$ cat config.mk
export PLATFORM = sky130hd
export DESIGN_NAME = freq_divider_multi
export DESIGN_NICKNAME = d
export VERILOG_FILES = /design/src/rtl/freq_divider_multi.sv
export SDC_FILE = /design/constraint.sdc
export NUM_CORES = 1
export LEC_CHECK = 0
export BUFFER_PORTS_ARGS = -buffer_cell sky130_fd_sc_hd__buf_2
export CORE_MARGIN = 10
export CORE_UTILIZATION = 60
export DETAILED_ROUTE_END_ITERATION = 8
export PLACE_DENSITY_LB_ADDON = 0.12
export SLEW_MARGIN = 25
export SYNTH_ARGS = -nofsm -noshare
export SYNTH_HDL_FRONTEND = slang
export SYNTH_SLANG_ARGS = --single-unit
$ cat constraint.sdc
create_clock -name F1 -period 22.5 [get_ports F1]
set_clock_uncertainty 0.05 [all_clocks]
set_input_delay 3.375 -clock F1 [delete_from_list [all_inputs] [get_ports F1]]
set_output_delay 3.375 -clock F1 [all_outputs]
set_load 0.05 [all_outputs]
$ cat src/rtl/freq_divider_multi.sv
// rtl/freq_divider_multi.sv - multi-channel programmable 50%-duty clock divider with tick pulses
// Define FREQ_DIV_ERR_EN to add the div_err output flagging zero-value loads.
module freq_divider_multi #(
  parameter int CHANNELS    = 3,
  parameter int CNT_W       = 32,
  parameter int DEFAULT_DIV = 5
) (
  input  logic                F1,
  input  logic                rst,
  input  logic                en,
  input  logic                sync,
  input  logic [CHANNELS-1:0] div_load,
  input  logic [CNT_W-1:0]    div_value,
`ifdef FREQ_DIV_ERR_EN
  output logic                div_err,
`endif
  output logic [CHANNELS-1:0] F2,
  output logic [CHANNELS-1:0] tick
);

  localparam logic [CNT_W-1:0] DIV_RST = CNT_W'(DEFAULT_DIV);

  logic value_ok;

  assign value_ok = |div_value;

  for (genvar i = 0; i < CHANNELS; i++) begin : g_ch
    logic [CNT_W-1:0] cnt;
    logic [CNT_W-1:0] active;
    logic [CNT_W-1:0] pend;
    logic [CNT_W-1:0] next_div;
    logic             pend_v;
    logic             f2_q;
    logic             tick_q;
    logic             load_ok;
    logic             terminal;

    assign load_ok  = div_load[i] && value_ok;
    assign terminal = (cnt == active - CNT_W'(1));
    // A load landing on the commit edge beats any older pending value.
    assign next_div = load_ok ? div_value : (pend_v ? pend : active);

    always_ff @(posedge F1 or posedge rst) begin
      if (rst) begin
        cnt    <= '0;
        active <= DIV_RST;
        pend   <= '0;
        pend_v <= 1'b0;
        f2_q   <= 1'b0;
        tick_q <= 1'b0;
      end else if (sync) begin
        cnt    <= '0;
        f2_q   <= 1'b0;
        tick_q <= 1'b0;
        active <= next_div;
        pend_v <= 1'b0;
      end else if (en && terminal) begin
        cnt    <= '0;
        f2_q   <= ~f2_q;
        tick_q <= 1'b1;
        active <= next_div;
        pend_v <= 1'b0;
      end else begin
        if (en) begin
          cnt <= cnt + CNT_W'(1);
        end
        tick_q <= 1'b0;
        if (load_ok) begin
          pend   <= div_value;
          pend_v <= 1'b1;
        end
      end
    end

    assign F2[i]   = f2_q;
    assign tick[i] = tick_q;
  end

`ifdef FREQ_DIV_ERR_EN
  always_ff @(posedge F1 or posedge rst) begin
    if (rst) begin
      div_err <= 1'b0;
    end else begin
      div_err <= (|div_load) && !value_ok;
    end
  end
`endif

endmodule

Yosys cells after proc, flatten, opt, wreduce, memory -nomap -nowiden:

Index checks and enable logic that the tools add are counted.

* equal/unequal tests: 3
* $lt $le $gt $ge: 0
* shift operators: 0
* $mul: 0
* reductions and logical operators: 19
* muxes and demuxes: 42
* bitwise operators: 7
* divide/modulo/power cells: 0
* add/subtract/negate cells: 6

Operators by type and width (number)
* $mux W32: 21
* $add A32 B1 Y32 const B: 3
* $eq A32 B32 Y1: 3
* $sub A32 B1 Y32 const B: 3
* $reduce_or A32 Y1: 1
* $mux W1: 21
* $reduce_bool A3 Y1: 6
* $reduce_and A3 Y1: 3
* $not A1 Y1: 7
* $logic_and A1 B1 Y1: 6
* $reduce_bool A2 Y1: 3

* register bits: 297
* ROM bits: 0
* output and inout bits: 6
* input bits: 39
* memories kept: 0
* logic and storage cells: 95
* latch bits: 0
* RAM bits: 0

Longest topological paths before layout:

Gate-level depths: netlist of the first run.

* depth after elaboration: 5
* mapped depth: 14
* gate-level depth less buffers: 10

Worst setup path after synthesis of the first run:

Ideal clock, no wire load.

* path type: input to register
* start point: in en
* end point: reg g_ch[2].pend[16]
* slack: 16.833 ns
* data arrival time: 5.489 ns
* stages on the path: 8
* library setup time: 0.128 ns
* cells stage by stage: clkbuf_1 o2111ai_1 nor4_1 nand2_1 or4_1 o311a_1 buf_2 mux2_1

* longest elaborated chain between the ends: 3

RTL lines
* start, declared: line 10 `input logic en,`
* $logic_and A1 B1 Y1: line 57 `end else if (en && terminal) begin`
* $not A1 Y1 (no line)
* $reduce_and A3 Y1 (no line)
* end signal, assigned: line 69 `pend <= div_value;`
* end, declared: line 30 `logic [CNT_W-1:0] pend;`

Every way passes these cells.
A chain may end at the register's enable or synchronous reset.

Worst setup path in the final report of the first run:

Ends and elaborated chain as after synthesis.

==> summary.md, run 1 <==
| Metric | Value |
|---|---|
| Total track usage | 0.237 |
| Largest net degree at the start of global routing | 101 |
| Cts repair resizes | 0 |
| Yosys cell types | 83 |
| TritonCTS Sinks | 297 |
| P per Cell Area | 84.1 nW/um2 |
| DIE WIDTH | 193 um |
| Data arrival, critical path | 6560 ps |
| Vias in the first global route | 13900 |
| Starting density of the core | 0.607 |
| WP data required | 22840 ps |
| Post-CTS Hold Fix Bufs | 0 |
| Iteration-0 DRC Markers | 1340 |
| Hold_ws | 435 ps |
| TritonCTS Buffers | 34 |
| Layout cells sized above 1 | 0.181 |
| Minimum clock period | 6230 ps |
| Post-synth ARST share | 1.00 |
| Post-synth EDFFs | 0 |
| Drt drc | 0 |
| Clock root cell | clkbuf_16 |
| Core Rows | 63 |
| Vias | 14300 |
| Synth Flop Type | dfrtp_1 |
| Status | complete, no violations |
| Maximum VDD drop | 0.0683 mV |
| Cell Area, Synth | 18000 um2 |
| Inserted Diodes | 0 |
| Core Box Area | 29600 um2 |
| Post-synth top area share | 0.405 |
| Leakage power | 7.84 nW |
| Number of port buffers | 44 |
| Hold WC Path Type | register to register |
| # IOs | 45 |
| Drt wl/cell | 20.7 um |
| Die Y-Extent | 193 um |
| Gr busiest metal | met2 |
| Fmax | 0.161 GHz |
| TritonCTS clock tree | built |
| Post-synthesis average cell area | 9.76 um2 |
| ANT nets after route | 0 |
| Clk Latency, worst-skew pair | 520 ps |
| Overflow after GRT | 0 |
| RSZ-0062 raised after global routing | no |
| 1st-pass router iterations | 5 |
| Register clock-pin slew on the reported worst setup and hold paths | 60 ps |
| Setup TNS | 0 ps |
| M1 GR Usage | 0.317 |
| Hold Vio Cnt, Final | 0 |
| Setup-failing EPs final | 0 |
| Die area | 37300 um2 |
| Cell count after synthesis | 1845 |
| H-tree Lvls | 2 |
| Total number of yosys warnings | 0 |
| Design Area, Final | 19500 um2 |
| Placed cell areas | 18300 um2 |
| Most frequent cell after synthesis | nor2_1 |
| Routability congestion estimate | 0.944 |
| Flops & latches, synth | 297 |
| Global-route wire length before repair | 75200 um |
| Final net count | 1842 |
| Worst-path fanout max | 29 |
| # Max-Cap Violations | 0 |
| Crit end category | register |
| Initial antenna violation count | 1 |
| Postcts setup bufs | 0 |
| Relative slew slack | 0.444 |
| Synth top area cells | dfrtp_1, mux2_2, nor2_1 |
| Total power | 1.64 mW |
| Max Slew Vio Count | 0 |
| Final period util | 0.277 |
| Slew @ Worst Pin | 834 ps |
| CP startpoint kind | primary input |
| DP HPWL | 31300 um |
| Critical path class | primary input to register |
| Met2 usage | 0.389 |
| Global-route met3 utilization | 0.0308 |
| Sequential share of the synthesized area | 0.413 |
| Commonest cells in the synthesized netlist | nor2_1, dfrtp_1, mux2_2 |
| Area grow syn2layout | 8.48% |
| Synthesized Nets | 1890 |
| Final WL | 45800 um |
| Via-to-Cell Ratio | 6.48 |
| Clk buf depth | 3 |
| Post-synth top area cell | dfrtp_1 |
-- critical path: stages --
cell and delay [ps]:
buf_2 590, o2111ai_1 240, nor4_1 410, nand2_1 90
or4_1 500, o311a_1 650, buf_4 350, mux2_1 330
-- kinds of logic (layout without fill, tap and decap cells) --
family          Yosys count  count (layout)  synth area share
compound gates          270             270             0.119
mux                     181             181             0.119
xor+xnor                202             202            0.0983
fa+ha+maj                 6               6           0.00417
flops                   297             297             0.413
buf+inv                 168             145            0.0412
simple gates            721             721             0.205
-- power breakdown --
group          internal (mW)  switching, mW  total, mW  leakage (nW)
clock network          0.374          0.227      0.600         0.606
logic                  0.162          0.180      0.342          3.52
registers              0.602         0.0983      0.701          3.71
-- layer usage --
layer / vias up / part of all wire
met4: 2 / 0.029
met1: 7146 / 0.44
met3: 93 / 0.052
met5: - / 0.00017
li1: 6675 / -
met2: 419 / 0.48
-- per-stage QoR --
step	std cells	setup WS (ps)	utilization
CTS	2212	16250	0.658
finish	2212	16270	0.659
global route	2212	16000	0.659
global placement	2150	15810	0.616
detailed placement	2151	15730	0.617
floorplan	1845	10880	-
-- cell type report --
type / count / area [um2]
Multi-Input combinational cell: 1380 / 9890
Tap cell: 390 / 488
Fill cell: 2344 / 10100
Sequential cell: 297 / 7440
Clock inverter: 16 / 223
Timing Repair Buffer: 64 / 397
Inverter: 20 / 82.6
Clock buffer: 45 / 1010
-- state kept, by name, summed over array words and instances (netlist names) --
register	cells
g_ch.active	96
g_ch.cnt	96
g_ch.f2_q	3
g_ch.pend	96
g_ch.pend_v	3
g_ch.tick_q	3
-- path summary, 6_finish.rpt --
path,from,end,slack (ps),cells after the start
setup / recovery,en,g_ch[2].pend[16],16270,8
hold / removal,g_ch[2].pend[17],g_ch[2].pend[17],430,1
setup reg to reg,g_ch[0].active[4],g_ch[0].pend[16],17670,10
hold reg to reg,g_ch[2].pend[17],g_ch[2].pend[17],430,1
max in group asynchronous,rst,g_ch[2].cnt[28],17520,4
min in group asynchronous,rst,g_ch[1].cnt[15],2940,2
-- layout by cell type (no fill, tap or decap), types with 34 or more instances in the layout --
master and instances:
mux2_2 122, nor4_1 48, clkbuf_16 37, a221oi_1 55
o311a_1 34, nor2_1 298, dfrtp_1 291, buf_2 43
nand4_1 41, xnor2_1 91, o22ai_1 66, xor2_1 111
nand2_1 57, nand3_1 78
(Power assumes the default switching activity.)
==> run 2, diff against run 1 <==
clock period = 6.2 ns   (was 22.5 ns; I/O delays follow)
==> summary.md, run 2 (synthesis gave the netlist of run 1 again) <==
| Metric | Value |
|---|---|
| Most frequent cells in the layout | nor2_1, dfrtp_1, mux2_2 (unchanged) |
| Crit-path cells | or4_1 -> or4_4 -> or4_1 -> a22oi_1 -> o2111a_1 -> and4_2 -> buf_4 -> buf_4 -> nand3_1 -> o311a_1 (was buf_2 -> o2111ai_1 -> nor4_1 -> nand2_1 -> or4_1 -> o311a_1 -> buf_4 -> mux2_1) |
| Design Area, Final | 19600 um2 (was 19500 um2) |
| # IOs | 45 (unchanged) |
| Clk buf depth | 3 (unchanged) |
| Final period util | 0.731 |
| Vias in the first global route | 14100 (was 13900) |
| P per Cell Area | 309 nW/um2 (was 84.1 nW/um2) |
| Fillcell total | 2361 (was 2344) |
| Crit end category | register (unchanged) |
| Area grow syn2layout | 8.93% (was 8.48%) |
| Slew @ Worst Pin | 907 ps (was 834 ps) |
| # Max-Cap Violations | 0 (unchanged) |
| Fmax | 0.221 GHz |
| ANT nets after route | 0 (unchanged) |
| Cts repair resizes | 0 (unchanged) |
| Via-to-Cell Ratio | 6.42 (was 6.48) |
| DP HPWL | 32700 um (was 31300 um) |
| Clk Latency, worst-skew pair | 520 ps (about the same) |
| Register clock-pin slew on the reported worst setup and hold paths | 60 ps (about the same) |
| TritonCTS Sinks | 297 (unchanged) |
| Overflow after GRT | 0 (unchanged) |
| Drt wl/cell | 21.2 um (was 20.7 um) |
| Commonest non-fill, non-tap cell in the layout | nor2_1 (unchanged) |
| 1st-pass router iterations | 5 (unchanged) |
| Register share of total power | 0.419 (was 0.427) |
| Relative slew slack | 0.390 (was 0.444) |
| Postcts setup bufs | 0 (unchanged) |
| Post-CTS Hold Fix Bufs | 0 (unchanged) |
| Data arrival, critical path | 4880 ps (was 6560 ps) |
| Fin cells | 2216 (was 2212) |
| WP data required | 6540 ps (was 22840 ps) |
| RSZ-0062 raised after global routing | no (unchanged) |
| Drt drc | 0 (unchanged) |
| H-tree Lvls | 2 (unchanged) |
| Placed cell areas | 18300 um2 (about the same) |
| Leakage power | 7.87 nW (was 7.84 nW) |
| CP startpoint kind | register (was primary input) |
| DIE WIDTH | 193 um (unchanged) |
| Core Rows | 63 (unchanged) |
| Vias | 14200 (was 14300) |
| Net Sw Frac | 0.299 (was 0.308) |
| Clock root cell | clkbuf_16 (unchanged) |
| Initial antenna violation count | 3 (was 1) |
| Die area | 37300 um2 (unchanged) |
| Final WL | 46900 um (was 45800 um) |
| Number of port buffers | 44 (unchanged) |
| Setup-failing EPs final | 0 (unchanged) |
| Worst-path fanout max | 29 (unchanged) |
| Area of the multi-input gates | 9890 um2 (about the same) |
| CP max-delay cell | or4_1 (was o311a_1) |
| Largest net degree at the start of global routing | 122 (was 101) |
| Critical path class | register to register (was primary input to register) |
| Setup TNS | 0 ps (unchanged) |
| TritonCTS clock tree | built (unchanged) |
| Psw | 1.82 mW (was 0.505 mW) |
| Routability congestion estimate | 0.930 (was 0.944) |
| Placed Instances | 2154 (was 2151) |
| Final net count | 1845 (was 1842) |
| Total track usage | 0.244 (was 0.237) |
| Pre-CTS setup slack | 1720 ps (was 15730 ps) |
| Largest registers | g_ch.active x96, g_ch.cnt x96, g_ch.pend x96 (unchanged) |
| Clk pwr share | 0.376 (was 0.365) |
| Iteration-0 DRC Markers | 1092 (was 1340) |
| Layout cells sized above 1 | 0.179 (was 0.181) |
| Final core occ | 0.662 (was 0.659) |
| Core Box Area | 29600 um2 (unchanged) |
| Internal power | 4.25 mW (was 1.14 mW) |
| Die Y-Extent | 193 um (unchanged) |
| Global-route wire length before repair | 76700 um (was 75200 um) |
| Hold Vio Cnt, Final | 0 (unchanged) |
| Hold WC Path Type | register to register (unchanged) |
| Maximum VDD drop | 0.196 mV (was 0.0683 mV) |
| CP max stage delay | 770 ps (was 650 ps) |
| Minimum clock period | 4530 ps |
| Combinational power share | 0.205 (was 0.208) |
| Starting density of the core | 0.607 (unchanged) |
| Status | complete, no violations (unchanged) |
| Register Area | 7440 um2 (unchanged) |
| PnR worst setup slack | 1670 ps (was 16270 ps) |
| TritonCTS Buffers | 34 (unchanged) |
| Max Slew Vio Count | 0 (unchanged) |
-- run 2: worst max-delay path: cells and delay by family (launching register included) --
| kind | cells | cell delay [ps] |
|---|---|---|
| compound gates | 3 | 540 |
| buf+inv | 2 | 650 |
| flops | 1 | 520 |
| simple gates | 5 | 2620 |
-- run 2: through the flow --
step | power [mW] | hold WS (ps)
after floorplan | 3.47 | 404
after global placement | 3.75 | 415
after detailed placement | 3.80 | 428
after CTS | 6.10 | 440
after global routing | 6.36 | 455
final | 6.06 | 439
-- run 2: path summary, 6_finish.rpt --
path                                   startpoint           endpoint  slack [ps]  cells past startpoint
worst max-delay path            g_ch[0].active[4]  g_ch[0].active[6]        1670                     10
worst min-delay path             g_ch[2].pend[23]   g_ch[2].pend[23]         440                      1
worst max register to register  g_ch[0].active[4]  g_ch[0].active[6]        1670                     10
worst min register to register   g_ch[2].pend[23]   g_ch[2].pend[23]         440                      1
max in group asynchronous                     rst    g_ch[2].cnt[24]        4340                      3
min in group asynchronous                     rst     g_ch[0].pend_v         510                      2
-- run 2: layer usage --
metal	wire length, um	track usage	vias up
met3	2040	0.0341	80
met4	1220	0.0750	2
li1	-	-	6671
met1	20600	0.323	7140
met2	23000	0.406	338
met5	13	0	-
-- run 2: final cells by class --
| type | instances | area share |
|---|---|---|
| multi-input cells | 1380 | 0.504 |
| inverters | 20 | 0.00402 |
| clock buffers | 49 | 0.0521 |
| flip-flops and latches | 297 | 0.379 |
| well taps | 390 | 0.0249 |
| diodes | 2 | 0.000255 |
| clock inverters | 11 | 0.0132 |
| repair buffers | 67 | 0.0218 |
-- run 2: power groups by stage --
stage / sequential (mW) / combinational, mW / clock, mW
3_5_place_dp: 2.56 / 1.23 / 0
5_1_grt: 2.58 / 1.37 / 2.40
2_1_floorplan: 2.38 / 1.10 / 0
6_report: 2.54 / 1.25 / 2.28
4_1_cts: 2.53 / 1.24 / 2.32
3_3_place_gp: 2.55 / 1.20 / 0
==> run 3, diff against run 2 <==
CORE_UTILIZATION = 58   (was 60)
clock period = 3.63 ns   (was 6.2 ns; I/O delays follow)
==> summary.md, run 3 (synthesis gave the netlist of run 1 again) <==
| Metric | Value |
|---|---|
| Crit Reg-Reg Endpoint | g_ch[0].pend[1] (was g_ch[0].active[6]) |
| Hold Vio Cnt, Final | 0 (unchanged) |
| Slew @ Worst Pin | 829 ps (was 907 ps) |
| 1st-pass router iterations | 5 (unchanged) |
| Iteration-0 DRC Markers | 1057 (was 1092) |
| Core Rows | 64 (was 63) |
| P per Cell Area | 483 nW/um2 (was 309 nW/um2) |
| Final WL | 53600 um (was 46900 um) |
| Minimum clock period | 3770 ps (was 4530 ps) |
| Final net count | 2046 (was 1845) |
| Area grow syn2layout | 21.3% (was 8.93%) |
| Drt drc | 0 (unchanged) |
| Largest registers | g_ch.active x96, g_ch.cnt x96, g_ch.pend x96 (unchanged) |
| Core Box Area | 30600 um2 (was 29600 um2) |
| Register share of total power | 0.389 (was 0.419) |
| Starting density of the core | 0.588 (was 0.607) |
| R2R depth | 10 (unchanged) |
| Clk pwr share | 0.320 (was 0.376) |
| Crit-path cells | or4_4 -> or4_4 -> or4_4 -> mux2_4 -> mux2i_4 -> a21oi_4 -> a211oi_4 -> buf_6 -> clkbuf_16 -> mux2_4 (was or4_1 -> or4_4 -> or4_1 -> a22oi_1 -> o2111a_1 -> and4_2 -> buf_4 -> buf_4 -> nand3_1 -> o311a_1) |
| Die Y-Extent | 196 um (was 193 um) |
| Commonest non-fill, non-tap cell in the layout | nor2_1 (unchanged) |
| Failing checks | negative setup slack |
| Clock root cell | clkbuf_16 (unchanged) |
| # IOs | 45 (unchanged) |
| CP max-delay cell | or4_4 (was or4_1) |
| Placed cell areas | 19800 um2 (was 18300 um2) |
| Crit path top cell by count | or4_4 |
| Combinational power share | 0.291 (was 0.205) |
| Total track usage | 0.264 (was 0.244) |
| Initial antenna violation count | 2 (was 3) |
| ANT nets after route | 0 (unchanged) |
| Global-route wire length before repair | 82900 um (was 76700 um) |
| Number of port buffers | 44 (unchanged) |
| Max Slew Vio Count | 0 (unchanged) |
| Vias in the first global route | 15100 (was 14100) |
| Psw | 3.37 mW (was 1.82 mW) |
| TritonCTS clock tree | built (unchanged) |
| Final period util | 1.04 (was 0.731) |
| Fmax | 0.265 GHz (was 0.221 GHz) |
| Buffers plus inverters on the worst setup path | 2 (unchanged) |
| Placed Instances | 2339 (was 2154) |
| Inserted Diodes | 0 (was 2) |
| Clk buf depth | 3 (unchanged) |
| Register clock-pin slew on the reported worst setup and hold paths | 60 ps (about the same) |
| Design Area, Final | 21800 um2 (was 19600 um2) |
| Internal power | 7.19 mW (was 4.25 mW) |
| Layout cells sized above 1 | 0.296 (was 0.179) |
| Data arrival, critical path | 4120 ps (was 4880 ps) |
| Via-to-Cell Ratio | 6.31 (was 6.42) |
| Fillcell total | 2245 (was 2361) |
| Die area | 38500 um2 (was 37300 um2) |
| CP delay by family, top | simple AND/OR/NAND/NOR gates (unchanged) |
| Leakage power | 9.07 nW (was 7.87 nW) |
| DIE WIDTH | 196 um (was 193 um) |
| Setup TNS | -4020 ps (was 0 ps) |
| Hold WC Path Type | primary input to async pin (was register to register) |
| Net Sw Frac | 0.319 (was 0.299) |
| WP data required | 3980 ps (was 6540 ps) |
| PnR worst setup slack | -144 ps (was 1670 ps) |
| Critical R2R Launch | g_ch[0].active[12] (was g_ch[0].active[4]) |
| Hold_ws | 140 ps (was 439 ps) |
| Vias | 15300 (was 14200) |
| Clk Latency, worst-skew pair | 520 ps (about the same) |
| CP max stage delay | 570 ps (was 770 ps) |
| Setup-failing EPs final | 32 (was 0) |
| Relative slew slack | 0.446 (was 0.390) |
| # Max-Cap Violations | 0 (unchanged) |
| Pre-CTS setup slack | -166 ps (was 1720 ps) |
| Crit end category | register (unchanged) |
| Routability congestion estimate | 0.955 (was 0.930) |
| Status | finished, violations left (was complete, no violations) |
| TritonCTS Sinks | 297 (unchanged) |
| Worst-path fanout max | 8 (was 29) |
| Drt wl/cell | 22.1 um (was 21.2 um) |
| Largest net degree at the start of global routing | 74 (was 122) |
| CP startpoint kind | register (unchanged) |
| Fin cells | 2422 (was 2216) |
| Most frequent cells in the layout | nor2_1, dfrtp_1, buf_4 (was nor2_1, dfrtp_1, mux2_2) |
| Maximum VDD drop | 0.384 mV (was 0.196 mV) |
| TritonCTS Buffers | 34 (unchanged) |
| Critical path class | register to register (unchanged) |
| H-tree Lvls | 2 (unchanged) |
| Minimum setup slack among reg-to-reg paths | -140 ps (was 1670 ps) |
| Overflow after GRT | 0 (unchanged) |
| RSZ-0062 raised after global routing | yes (was no) |
| DP HPWL | 37800 um (was 32700 um) |
[run 3: how the worst max path moves through the flow]
| stage | startpoint | to | slack [ps] | cells past startpoint |
|---|---|---|---|---|
| floorplan | rst | g_ch[0].active[10] | -900 | 1 |
| global placement | g_ch[0].active[1] | g_ch[0].pend[7] | -120 | 13 |
| detailed placement | g_ch[0].active[1] | g_ch[0].pend[9] | -170 | 13 |
| CTS | g_ch[0].active[4] | g_ch[0].pend[29] | -130 | 10 |
| global route | g_ch[0].active[11] | g_ch[0].pend[1] | -200 | 10 |
| finish | g_ch[0].active[12] | g_ch[0].pend[1] | -140 | 10 |
[run 3: metrics by stage]
step           power (mW)  utilization
2_1_floorplan        5.96            -
3_3_place_gp         6.90        0.648
3_5_place_dp         6.99        0.648
4_1_cts              10.4        0.691
5_1_grt              11.0        0.714
6_report             10.6        0.714
[run 3: layout make-up]
class,count,area [um2],share of cell area
tap,396,495,0.0227
clock inverter,13,105,0.00481
inverter,20,78.8,0.00361
clock buffer,48,995,0.0455
multi-input combinational,1381,10400,0.477
timing repair buffer,267,2310,0.106
sequential,297,7440,0.341
[run 3: metal layers]
metal	track usage	share of wire	vias up
li1	-	-	7073
met4	0.111	0.040	4
met2	0.442	0.49	416
met1	0.335	0.42	7682
met3	0.0387	0.051	118
met5	0	0.00050	-
[run 3: repair_timing]
| item | in CTS | in global routing |
|---|---|---|
| hold buffers | 0 | 0 |
| resized for setup | 17 | 83 |
| cloned | 4 | 8 |
| pin swaps | 3 | 49 |
| setup buffers | 3 | 8 |
| setup endpoints to repair | 143 | 202 |
[run 3: power groups by stage]
| stage | combinational (mW) | clock [mW] | sequential, mW |
|---|---|---|---|
| floorplan | 1.90 | 0 | 4.06 |
| global placement | 2.78 | 0 | 4.12 |
| detailed placement | 2.85 | 0 | 4.14 |
| CTS | 2.90 | 3.43 | 4.09 |
| global route | 3.31 | 3.54 | 4.17 |
| finish | 3.07 | 3.38 | 4.11 |
